<file path="config.mk">
export PLATFORM = sky130hd
export DESIGN_NAME = led_status_driver
export DESIGN_NICKNAME = d
export VERILOG_FILES = /design/src/rtl/led_status_pkg.sv /design/src/rtl/led_pwm_gen.sv /design/src/rtl/led_status_driver.sv
export SDC_FILE = /design/constraint.sdc
export NUM_CORES = 1
export LEC_CHECK = 0
export BUFFER_PORTS_ARGS = -buffer_cell sky130_fd_sc_hd__buf_4
export CAP_MARGIN = 20
export CORE_MARGIN = 3
export CORE_UTILIZATION = 35
export DETAILED_ROUTE_END_ITERATION = 16
export PLACE_DENSITY = 0.5
export SLEW_MARGIN = 15
export SYNTH_ARGS = -nofsm -noshare
export SYNTH_HDL_FRONTEND = slang
export SYNTH_SLANG_ARGS = --single-unit
</file>
<file path="constraint.sdc">
create_clock -name clk_clk -period 2.3 [get_ports clk_clk]
set_input_delay 0.345 -clock clk_clk [delete_from_list [all_inputs] [get_ports clk_clk]]
set_output_delay 0.345 -clock clk_clk [all_outputs]
set_load 0.02 [all_outputs]
</file>
<file path="src/rtl/led_status_pkg.sv">
// Shared types and helpers for the LED status driver.
// LED_STATUS_GAMMA_EN selects a squared (gamma) duty curve instead of linear.
package led_status_pkg;

  typedef enum logic [1:0] {
    ST_OFF  = 2'd0,
    ST_RISE = 2'd1,
    ST_ON   = 2'd2,
    ST_FALL = 2'd3
  } state_t;

  // Widest brightness the helpers support; callers zero-extend into this.
  localparam int MAX_BITS = 16;

  function automatic logic [MAX_BITS-1:0] max_level(input int bits);
    logic [MAX_BITS-1:0] ones;
    ones = '1;
    return ones >> (MAX_BITS - bits);
  endfunction

  function automatic logic [MAX_BITS-1:0] duty_of(input logic [MAX_BITS-1:0] lvl,
                                                  input int                  bits);
`ifdef LED_STATUS_GAMMA_EN
    logic [2*MAX_BITS-1:0] sq;
    sq = {{MAX_BITS{1'b0}}, lvl} * {{MAX_BITS{1'b0}}, lvl};
    return MAX_BITS'(sq >> bits);
`else
    return lvl & max_level(bits);
`endif
  endfunction

endpackage

</file>
<file path="src/rtl/led_pwm_gen.sv">
// Free-running PWM counter and duty compare; full brightness is forced solid on.
// Duty curve follows LED_STATUS_GAMMA_EN through led_status_pkg::duty_of.
module led_pwm_gen
  import led_status_pkg::*;
#(
  parameter int PWM_BITS = 8
) (
  input  logic                clk_clk,
  input  logic                reset_reset_n,
  input  logic [PWM_BITS-1:0] level,
  output logic                led_out
);

  logic [PWM_BITS-1:0] pwm_cnt;
  logic [MAX_BITS-1:0] level_ext;
  logic [MAX_BITS-1:0] cnt_ext;
  logic [MAX_BITS-1:0] duty;

  always_comb begin
    level_ext = MAX_BITS'(level);
    cnt_ext   = MAX_BITS'(pwm_cnt);
    duty      = duty_of(level_ext, PWM_BITS);
  end

  always_ff @(posedge clk_clk) begin
    if (!reset_reset_n) begin
      pwm_cnt <= '0;
      led_out <= 1'b0;
    end else begin
      pwm_cnt <= pwm_cnt + 1'b1;
      led_out <= (level_ext == max_level(PWM_BITS)) || (cnt_ext < duty);
    end
  end

endmodule

</file>
<file path="src/rtl/led_status_driver.sv">
// Fades LEDR in/out from the filtered PIO bit and runs an independent heartbeat.
// Build with LED_STATUS_GAMMA_EN defined for a gamma-corrected PWM duty.
//
// state | meaning
// OFF   | dark, level held at 0, waiting for filtered input
// RISE  | level steps up once per prescaler tick
// ON    | full brightness, waiting for input to drop
// FALL  | level steps down once per prescaler tick
module led_status_driver
  import led_status_pkg::*;
#(
  parameter int PWM_BITS      = 8,
  parameter int FILTER_CYCLES = 16,
  parameter int FADE_DIV      = 50000,
  parameter int HB_DIV        = 25000000
) (
  input  logic                clk_clk,
  input  logic                reset_reset_n,
  input  logic                ledr_in,
  input  logic                enable,
  output logic                led_out,
  output logic [PWM_BITS-1:0] level,
  output logic                busy,
  output logic                heartbeat_out
);

  localparam int FW = $clog2(FILTER_CYCLES + 1);
  localparam int PW = $clog2(FADE_DIV + 1);
  localparam int HW = $clog2(HB_DIV + 1);
  localparam logic [FW-1:0] F_LAST = FW'(FILTER_CYCLES - 1);
  localparam logic [PW-1:0] P_LAST = PW'(FADE_DIV - 1);
  localparam logic [HW-1:0] H_LAST = HW'(HB_DIV - 1);
  localparam logic [PWM_BITS-1:0] LVL_MAX = PWM_BITS'(max_level(PWM_BITS));
  localparam logic [PWM_BITS-1:0] LVL_ONE = PWM_BITS'(1);
  localparam logic [PWM_BITS-1:0] LVL_PRE = LVL_MAX - LVL_ONE;

  logic          sync1, sync2, filt, filt_d;
  logic [FW-1:0] filt_cnt;
  logic [PW-1:0] presc;
  logic          tick;
  logic [HW-1:0] hb_cnt;
  state_t        state;

  // The FSM reacts to the filter's next value so it moves on the same edge filt does.
  always_comb begin
    filt_d = filt;
    if ((sync2 != filt) && (filt_cnt == F_LAST)) filt_d = sync2;
  end

  assign tick = (presc == P_LAST);

  always_ff @(posedge clk_clk) begin
    if (!reset_reset_n) begin
      sync1    <= 1'b0;
      sync2    <= 1'b0;
      filt     <= 1'b0;
      filt_cnt <= '0;
    end else begin
      sync1 <= ledr_in;
      sync2 <= sync1;
      filt  <= filt_d;
      if ((sync2 != filt) && (filt_cnt != F_LAST)) filt_cnt <= filt_cnt + 1'b1;
      else                                         filt_cnt <= '0;
    end
  end

  always_ff @(posedge clk_clk) begin
    if (!reset_reset_n || !enable) begin
      state <= ST_OFF;
      level <= '0;
      busy  <= 1'b0;
      presc <= '0;
    end else begin
      unique case (state)
        ST_OFF: begin
          presc <= '0;
          if (filt_d) begin
            state <= ST_RISE;
            busy  <= 1'b1;
          end
        end
        ST_RISE: begin
          if (!filt_d) begin
            state <= ST_FALL;
            presc <= '0;
          end else if (level == LVL_MAX) begin
            state <= ST_ON;
            busy  <= 1'b0;
            presc <= '0;
          end else if (tick) begin
            level <= level + 1'b1;
            presc <= '0;
            if (level == LVL_PRE) begin
              state <= ST_ON;
              busy  <= 1'b0;
            end
          end else begin
            presc <= presc + 1'b1;
          end
        end
        ST_ON: begin
          presc <= '0;
          if (!filt_d) begin
            state <= ST_FALL;
            busy  <= 1'b1;
          end
        end
        ST_FALL: begin
          if (filt_d) begin
            state <= ST_RISE;
            presc <= '0;
          end else if (level == '0) begin
            state <= ST_OFF;
            busy  <= 1'b0;
            presc <= '0;
          end else if (tick) begin
            level <= level - 1'b1;
            presc <= '0;
            if (level == LVL_ONE) begin
              state <= ST_OFF;
              busy  <= 1'b0;
            end
          end else begin
            presc <= presc + 1'b1;
          end
        end
        default: begin
          state <= ST_OFF;
          level <= '0;
          busy  <= 1'b0;
          presc <= '0;
        end
      endcase
    end
  end

  always_ff @(posedge clk_clk) begin
    if (!reset_reset_n) begin
      hb_cnt        <= '0;
      heartbeat_out <= 1'b0;
    end else if (hb_cnt == H_LAST) begin
      hb_cnt        <= '0;
      heartbeat_out <= ~heartbeat_out;
    end else begin
      hb_cnt <= hb_cnt + 1'b1;
    end
  end

  led_pwm_gen #(
    .PWM_BITS(PWM_BITS)
  ) u_pwm (
    .clk_clk      (clk_clk),
    .reset_reset_n(reset_reset_n),
    .level        (level),
    .led_out      (led_out)
  );

endmodule

</file>
Word level (Yosys, flattened, before mapping)
Index checks and enable logic that the tools add are counted.
Word-level totals
  input port bits: 4
  bits in registers: 70
  output and inout port bits: 11
  logic and storage cells: 99
Cells by class
  $add $sub $neg: 6
  bitwise gates (word level): 2
  multiplexer cells: 36
  reductions and logical operators: 15
  equality and inequality tests: 27
  $lt $le $gt $ge: 1
Operators by type and width (count)
  16-bit two-way mux: 5
  8-bit two-way mux: 6
  16-bit case mux with 3 select lines: 1
  25-bit by 1-bit adder with 25-bit output (second input constant): 1
  25-bit equality test (second input constant): 1
  2-bit two-way mux: 10
  16-bit by 1-bit adder with 16-bit output (second input constant): 1
  8-bit by 1-bit adder with 8-bit output (second input constant): 2
  16-bit equality test (second input constant): 1
  8-bit equality test (second input constant): 2
  2-bit != test (second input constant): 8
  8-bit case mux with 2 select lines: 1
  1-bit two-way mux: 11
  8-bit by 1-bit equality test with 1-bit output (second input constant): 1
  8-bit zero test: 1
  8-bit less-than comparator: 1
  4-bit by 3-bit != test with 1-bit output (second input constant): 2
  4-bit != test (second input constant): 2
  2-bit case mux with 4 select lines: 1
  8-bit AND reduction: 1
  8-bit by 1-bit subtractor with 8-bit output (second input constant): 1
  7-bit AND reduction: 1
  3-bit by 2-bit != test with 1-bit output (second input constant): 2
  3-bit != test (second input constant): 2
  other kinds (16): 22

Logic depth before layout (Yosys ltp)
Gate-level depths: netlist (run 1).
  depth in word-level cells: 6
  gate-level depth with buffers: 10
  depth with buffers taken out: 9

Hierarchy
Synthesis (run 1) repeated with hierarchy kept, for this count alone.
Second synthesis, totals
  cell total of the unflattened synthesis: 394
  area total of the unflattened synthesis: 3485.8 um2
By module, submodules not included
  led_status_driver: seq. area each 1221.2 um2, times used 1, area each 2954.1 um2, cells each 335
  led_pwm_gen: seq. area each 180.2 um2, times used 1, area each 531.8 um2, cells each 59

Least setup slack after synthesis (run 1)
Ideal clock, no wire load.
  kind: flip-flop to flip-flop
  from: register filt_cnt[0]
  to: register level[7]
  data required time: 2171 ps
  buffers on the path: 1
  period minus slack after synthesis: 2256 ps
  library setup time: 129 ps
  data arrival time: 2127 ps
  cell stages (with the launch flop): 11
  path slack: 44 ps
  cells stage by stage: dfxtp_1 -> ha_1 -> and3_1 -> ha_1 -> mux2i_1 -> buf_2 -> o211ai_2 -> o32a_2 -> or3_1 -> xnor2_1 -> nor2_1
Between the ends
  longest elaborated chain between the ends: 5
  elaborated cells on any way between the ends: 6
  those cells by class: eq/ne: 3; mux: 1; reduce/logical: 2
RTL lines
  start: declaration: line led_status_driver.sv:38  | logic [FW-1:0] filt_cnt;
  start signal: assignment: line led_status_driver.sv:62  | if ((sync2 != filt) && (filt_cnt != F_LAST)) filt_cnt <= filt_cnt + 1'b1;
  5-bit by 4-bit equality test with 1-bit output *: line led_status_driver.sv:47  | if ((sync2 != filt) && (filt_cnt == F_LAST)) filt_d = sync2;
  1-bit logical AND *: line led_status_driver.sv:47
  1-bit two-way mux *: line led_status_driver.sv:47
  2-bit != test (no line)
  7-bit AND reduction (no line) *
  end signal: assignment: line led_status_driver.sv:91  | level <= level + 1'b1;
  end signal: assignment: line led_status_driver.sv:117  | level <= level - 1'b1;
  end: declaration: line led_status_driver.sv:22  | output logic [PWM_BITS-1:0] level,
Every way passes the cells marked *; elsewhere a longest branch is shown, timed or not.
A chain may end at the register's enable or synchronous reset.

Worst setup path after layout (run 1)
  from: register filt_cnt[0]
  to: register level[5]
Same word-level chain as after synthesis.

==> results.json, run 1 <==
{
  "outcome": "finished, final reports clean",
  "fmax_mhz": 447,
  "avgSynthCellArea_sq_um": 8.85,
  "antenna_found_initial": 0,
  "root_buffer": "clkbuf_8",
  "ioPinCount": 15,
  "grt_pass1_vias": 2605,
  "die_x_microns": 106,
  "grt_busiest_layer": "met2",
  "cts_sinks": 70,
  "maxSlewViolCount": 0,
  "ys.flop_type": "dfxtp_1",
  "layout.nets": 450,
  "ant_nets": 0,
  "ir_drop_mv": 0.268,
  "seqCellArea_sq_um": 1400,
  "hold_path.class": "primary input to flop",
  "grt_overflow": 0,
  "fin_skew_ns": 0.00843,
  "die_y_microns": 106,
  "cp.buffers_inverters": 1,
  "cp-start-kind": "flop",
  "hold_viol_final": 0,
  "grt_pass1_wl_microns": 12400,
  "required_ns": 2.54,
  "hpwlAfterDp_microns": 5050,
  "endpoint_kind": "flop",
  "synth_edf_count": 0,
  "area_delta_synth_final_pct": 19.6,
  "layout_common_cells": "dfxtp_1 (68), nor2_1 (62), buf_4 (31)",
  "clk_path_buf_depth": 2,
  "track_usage_pct": 13.5,
  "multi_input_area_sq_um": 2050,
  "synth.ff_latch_count": 70,
  "postLayoutCellArea_sq_um": 4150,
  "detailedRoute.firstIterationViolations": 56,
  "cts_tree": "built",
  "regToRegSetupSlack_ns": 0.06,
  "p_leak_nw": 1.55,
  "vias": 2700,
  "core_sq_um": 9420,
  "gp_congestion": 0.739,
  "cp.arrival_ns": 2.48,
  "drc": 0,
  "antenna_cells": 0,
  "drive_gt1_share_pct": 17.4,
  "clk_pin_slew_ns": 0.09,
  "grt_max_degree": 19,
  "initial_core_util_pct": 36.9,
  "routed_wl_microns": 7130,
  "ys_types": 50,
  "io_buffers": 14,
  "syn_nets": 417,
  "rr_startpoint": "filt_cnt[0]",
  "worstHoldStart": "ledr_in",
  "seq_area_frac_synth_pct": 40.4,
  "cap_viol_max_count": 0,
  "slew_headroom_pct": 63.8,
  "postPlaceCellArea_sq_um": 3820,
  "cp_top_family": "simple AND/OR/NAND/NOR gates",
  "first_pass_iters": 4,
  "yosysWarnings": 0,
  "clock_latency_ns": 0.34,
  "htreeDepth": 3,
  "setup_viol": 0,
  "wl_per_cell_microns": 12.7,
  "post-route-min-period_ns": 2.24,
  "crit_chain": "ha_2, and3_4, ha_4, mux2i_4, nand2b_4, o32a_4, buf_6, nor3_4, xnor2_1, nor2_1",
  "cts-buffers-inserted": 9,
  "power.total_w": 0.00234,
  "use_met3_pct": 2.51,
  "cp_slowest_cell": "o32a_4",
  "p_per_area_nw_per_um2": 565,
  "fp-row-count": 35,
  "fill_cells": 933,
  "final_common_cell": "dfxtp_1",
  "syn-cell-area_sq_um": 3470,
  "cpPeakStageDelay_ns": 0.42,
  "tightest_slew_ns": 0.539,
  "critPathKind": "flop to flop",
  "die_area_sq_um": 11100,
  "critPathMaxFanout": 5,
  "grtUsageMet1_pct": 18.5,
  "async_flop_share_pct": 0,
  "critPathLaunch": "filt_cnt[0]",
  "met2_usage_pct": 21.2,
  "rsz0062_at_grt": "true",
  "netlist_instances": 392,
  "viasPerCell": 4.83,
  "fin_crit_sh_pct": 97.4
}
flip-flops by register name (all words and copies together), names as in the netlist:
signal / cells
sync2: 1
state: 2
heartbeat_out: 1
hb_cnt: 25
busy: 1
sync1: 1
u_pwm.led_out: 1
filt: 1
presc: 16
filt_cnt: 5
level: 8
u_pwm.pwm_cnt: 8
metal layers:
| layer | up-vias | part of all wire [%] |
|---|---|---|
| met5 | - | 0 |
| met3 | 8 | 1.8 |
| met4 | 0 | 1.2 |
| li1 | 1411 | - |
| met2 | 24 | 46 |
| met1 | 1257 | 51 |
synthesized netlist by cell type, drive strengths merged (2+ instances only):
master  number  area [sq um]
nand3       22           110
nor2        62           233
nor2b        5          31.3
mux2i        2          20.0
a21o         2          15.0
a21oi       10          50.1
a31oi        4          31.3
o21ai        7          35.0
inv         16          60.1
a211oi       3          27.5
clkbuf       6          22.5
or3          5          31.3
dfxtp       70          1400
nand3b       2          15.0
or3b         2          17.5
nor4bb       2          20.0
nor4b        3          26.3
and4         3          26.3
xnor2       27           236
nand2       19          71.3
and3        15          93.8
buf          5          33.8
or2          2          12.5
o32a         2          21.3
o22ai        3          18.8
xor2        24           210
nand4       11          68.8
and2        12          75.1
nor3         9          50.1
nand2b       5          33.8
ha          21           263
what timing repair did:
action | CTS | global route
endpoints found under the setup margin | 3 | 7
hold buffers | 0 | 0
pin swaps | 0 | 5
buffers inserted | 0 | 2
resized for setup | 1 | 20
worst paths after layout:
kind / cells past startpoint / end
worst max-delay path: 10 / level[5]
worst min-delay path: 2 / sync1
worst max register to register: 10 / level[5]
worst min register to register: 1 / hb_cnt[0]
cell type report:
type                            instances  area share [%]
Inverter                               16            1.45
Timing Repair Buffer                   33            6.36
Clock buffer                            9            2.99
Multi-Input combinational cell        295            49.5
Clock inverter                          7            1.96
Tap cell                              129            3.89
Sequential cell                        70            33.8
where the power goes:
group          switching, W  internal, W  leakage (nW)
sequential       0.00000922      0.00122         0.566
combinational     0.0000313    0.0000276         0.892
clock              0.000535     0.000516        0.0944
through the flow:
stage               setup slack, ns  cells  hold slack (ns)  utilization, %  TNS (ns)
global route                -0.0108    559            0.208            44.1   -0.0232
global placement             0.0244    541            0.418            40.6         0
finish                       0.0609    559            0.223            44.1         0
floorplan                    0.0444    392            0.412               -         0
detailed placement          0.00617    541            0.420            40.6         0
CTS                          0.0105    557            0.206            42.9         0
cell families (layout without fill, tap and decap cells):
family                   after synthesis  count (layout)  synth area share [%]
AO/OA/AOI/OAI                         36              36                  7.32
XOR/XNOR                              51              51                  12.9
adder cells (fa/ha/maj)               21              21                  7.57
buffers and inverters                 27              65                  3.35
flip-flops                            70              70                  40.4
multiplexers                           2               2                 0.577
AND/OR/NAND/NOR                      185             185                  27.9
worst reg2reg max path: cells and delay by family (launching register included):
kind | cells | cell delay (ns)
XOR/XNOR | 1 | 0.15
AO/OA/AOI/OAI | 1 | 0.42
adder cells (fa/ha/maj) | 2 | 0.35
multiplexers | 1 | 0.19
AND/OR/NAND/NOR | 4 | 0.58
flip-flops | 1 | 0.33
buffers and inverters | 1 | 0.14
(Power assumes the default switching activity.)
==> inputs of run 2 (changes only) <==
--- a/config.mk
+++ b/config.mk
@@ -7,6 +7,7 @@
 export LEC_CHECK = 0
 export BUFFER_PORTS_ARGS = -buffer_cell sky130_fd_sc_hd__buf_4
 export CAP_MARGIN = 20
+export CORE_ASPECT_RATIO = 1.25
 export CORE_MARGIN = 3
 export CORE_UTILIZATION = 35
 export DETAILED_ROUTE_END_ITERATION = 16
==> run 2 against run 1 <==
Routed wire length increased by 0.81%. Die area is essentially flat. Non-clock buffer count up 1. Critical endpoint is now level[7]. First-iteration DRC count down 3.6%. Critical path depth fell by 1. Cell area grew 1.0%. Clock skew decreased by 0.0032 ns.
==> results.json, run 2 (same netlist as run 1, synthesis figures left out) <==
{
  "outcome": "finished, final reports clean",
  "cap_viol_max_count": 0,
  "io_buffers": 14,
  "ant_nets": 0,
  "track_usage_pct": 14.1,
  "routed_wl_microns": 7180,
  "fmax_mhz": 460,
  "root_buffer": "clkbuf_16",
  "drc": 0,
  "drive_gt1_share_pct": 15.8,
  "worstHoldStart": "ledr_in",
  "p_leak_nw": 1.60,
  "critPathLaunch": "filt_cnt[0]",
  "r2r_cells": 9,
  "hpwlAfterDp_microns": 5190,
  "layout_common_cells": "dfxtp_1 (70), nor2_1 (61), buf_4 (34)",
  "cts_sinks": 70,
  "rr_startpoint": "filt_cnt[0]",
  "critPathKind": "flop to flop",
  "worstReg2RegEnd": "level[7]",
  "layout.nets": 451,
  "detailedRoute.firstIterationViolations": 54,
  "crit_chain": "ha_1, and3_4, ha_4, mux2i_4, nand2b_4, o32a_4, or3_1, xnor2_1, nor2_1",
  "slew_headroom_pct": 68.4,
  "cp_slowest_cell": "o32a_4",
  "grt_pass1_wl_microns": 12400,
  "fp-row-count": 40,
  "regToRegSetupSlack_ns": 0.12,
  "stdcell_count": 557,
  "postPlaceCellArea_sq_um": 3830,
  "rsz0062_at_grt": "false",
  "ir_drop_mv": 0.447,
  "fin_crit_sh_pct": 94.6,
  "clk_pin_slew_ns": 0.06,
  "critPathMaxFanout": 5,
  "gp_congestion": 0.804,
  "clock_latency_ns": 0.34,
  "timing.hold.ws_ns": 0.217,
  "hold_viol_final": 0,
  "met1Wirelength_microns": 3230,
  "maxSlewViolCount": 0,
  "cp-start-kind": "flop",
  "dp_cells": 541,
  "antenna_cells": 0,
  "viasPerCell": 4.92,
  "cts-buffers-inserted": 9,
  "grt_pass1_vias": 2702,
  "maxUsedRoutingLayer": "met4",
  "post-route-min-period_ns": 2.18,
  "wl_per_cell_microns": 12.9,
  "first_pass_iters": 4,
  "setup_viol": 0,
  "cp.arrival_ns": 2.40,
  "met2_length_microns": 3570,
  "initial_core_util_pct": 35.9,
  "ioPinCount": 15,
  "die_x_microns": 95.1,
  "hold_path.class": "primary input to flop",
  "cts_tree": "built",
  "vias": 2742,
  "top_register": "hb_cnt",
  "largest_reg_flops": 25,
  "grt_max_degree": 25,
  "die_area_sq_um": 11200,
  "die_y_microns": 117,
  "clk_path_buf_depth": 2,
  "area_delta_synth_final_pct": 20.8,
  "antenna_found_initial": 0,
  "endpoint": "level[7]",
  "post_cts.repair.setup_buffers": 0,
  "core_sq_um": 9660,
  "reg_top3": "hb_cnt: 25 flops, presc: 16 flops",
  "seqCellArea_sq_um": 1400,
  "p_per_area_nw_per_um2": 636,
  "fin_skew_ns": 0.00526,
  "postLayoutCellArea_sq_um": 4190,
  "utilization_pct": 43.4,
  "final_common_cell": "dfxtp_1",
  "grt_overflow": 0,
  "tightest_slew_ns": 0.471,
  "htreeDepth": 3,
  "endpoint_kind": "flop",
  "cpPeakStageDelay_ns": 0.34,
  "fin_setup_tns_ns": 0,
  "multi_input_area_sq_um": 2020,
  "fill_cells": 954,
  "required_ns": 2.53,
  "dr_wl_met3_microns": 184
}
-- run 2: cell count changes in the layout (fill, tap and decap cells not counted), sizes merged --
cell | previous run | this run
inv | 19 | 16
clkbuf | 9 | 10
clkinv | 0 | 5
clkinvlp | 3 | 0
buf | 33 | 34
-- run 2: timing repair --
action / in CTS / in global routing
hold endpoints to repair: 0 / 0
pin swaps: 0 / 4
hold buffers: 0 / 0
resized for setup: 2 / 10
endpoints found under the setup margin: 2 / 11
-- run 2: area by class of cell --
class | instances | share of cell area, %
tap | 126 | 3.76
clock inverter | 6 | 1.49
clock buffer | 10 | 5.46
inverter | 16 | 1.43
sequential | 70 | 33.4
timing repair buffer | 34 | 6.09
multi-input combinational | 295 | 48.3
-- run 2: stage by stage --
step	worst slack (ns)	total power (W)
after floorplan	0.0444	0.00130
after global placement	-0.00119	0.00132
after detailed placement	0.0103	0.00132
after CTS	0.0174	0.00271
after global routing	0.0203	0.00276
final	0.124	0.00267
-- run 2: per-layer routing --
metal,vias up,track usage (%)
met3,10,3.14
met1,1296,16.4
met4,0,8.30
met5,-,0
met2,26,23.4
li1,1410,-
-- run 2: how the worst min path moves through the flow --
| stage | to | slack [ns] | cells after the start |
|---|---|---|---|
| 6_report | sync1 | 0.22 | 2 |
| 5_1_grt | sync1 | 0.22 | 2 |
| 4_1_cts | sync1 | 0.21 | 2 |
| 3_5_place_dp | hb_cnt[0] | 0.44 | 1 |
| 3_3_place_gp | hb_cnt[0] | 0.42 | 1 |
| 2_1_floorplan | sync2 | 0.41 | 1 |
-- run 2: critical path: cells and delay by family, from the launching register on --
kind,cells,cell delay (ns)
flops,1,0.31
xor+xnor,1,0.16
compound gates,1,0.34
mux,1,0.19
fa+ha+maj,2,0.36
simple gates,4,0.72
-- run 2: power breakdown --
group,total (W),internal [W],switching (W)
Clock,0.00137,0.000837,0.000538
Sequential,0.00123,0.00123,0.00000937
Combinational,0.0000558,0.0000253,0.0000305
Total,0.00267,0.00209,0.000578
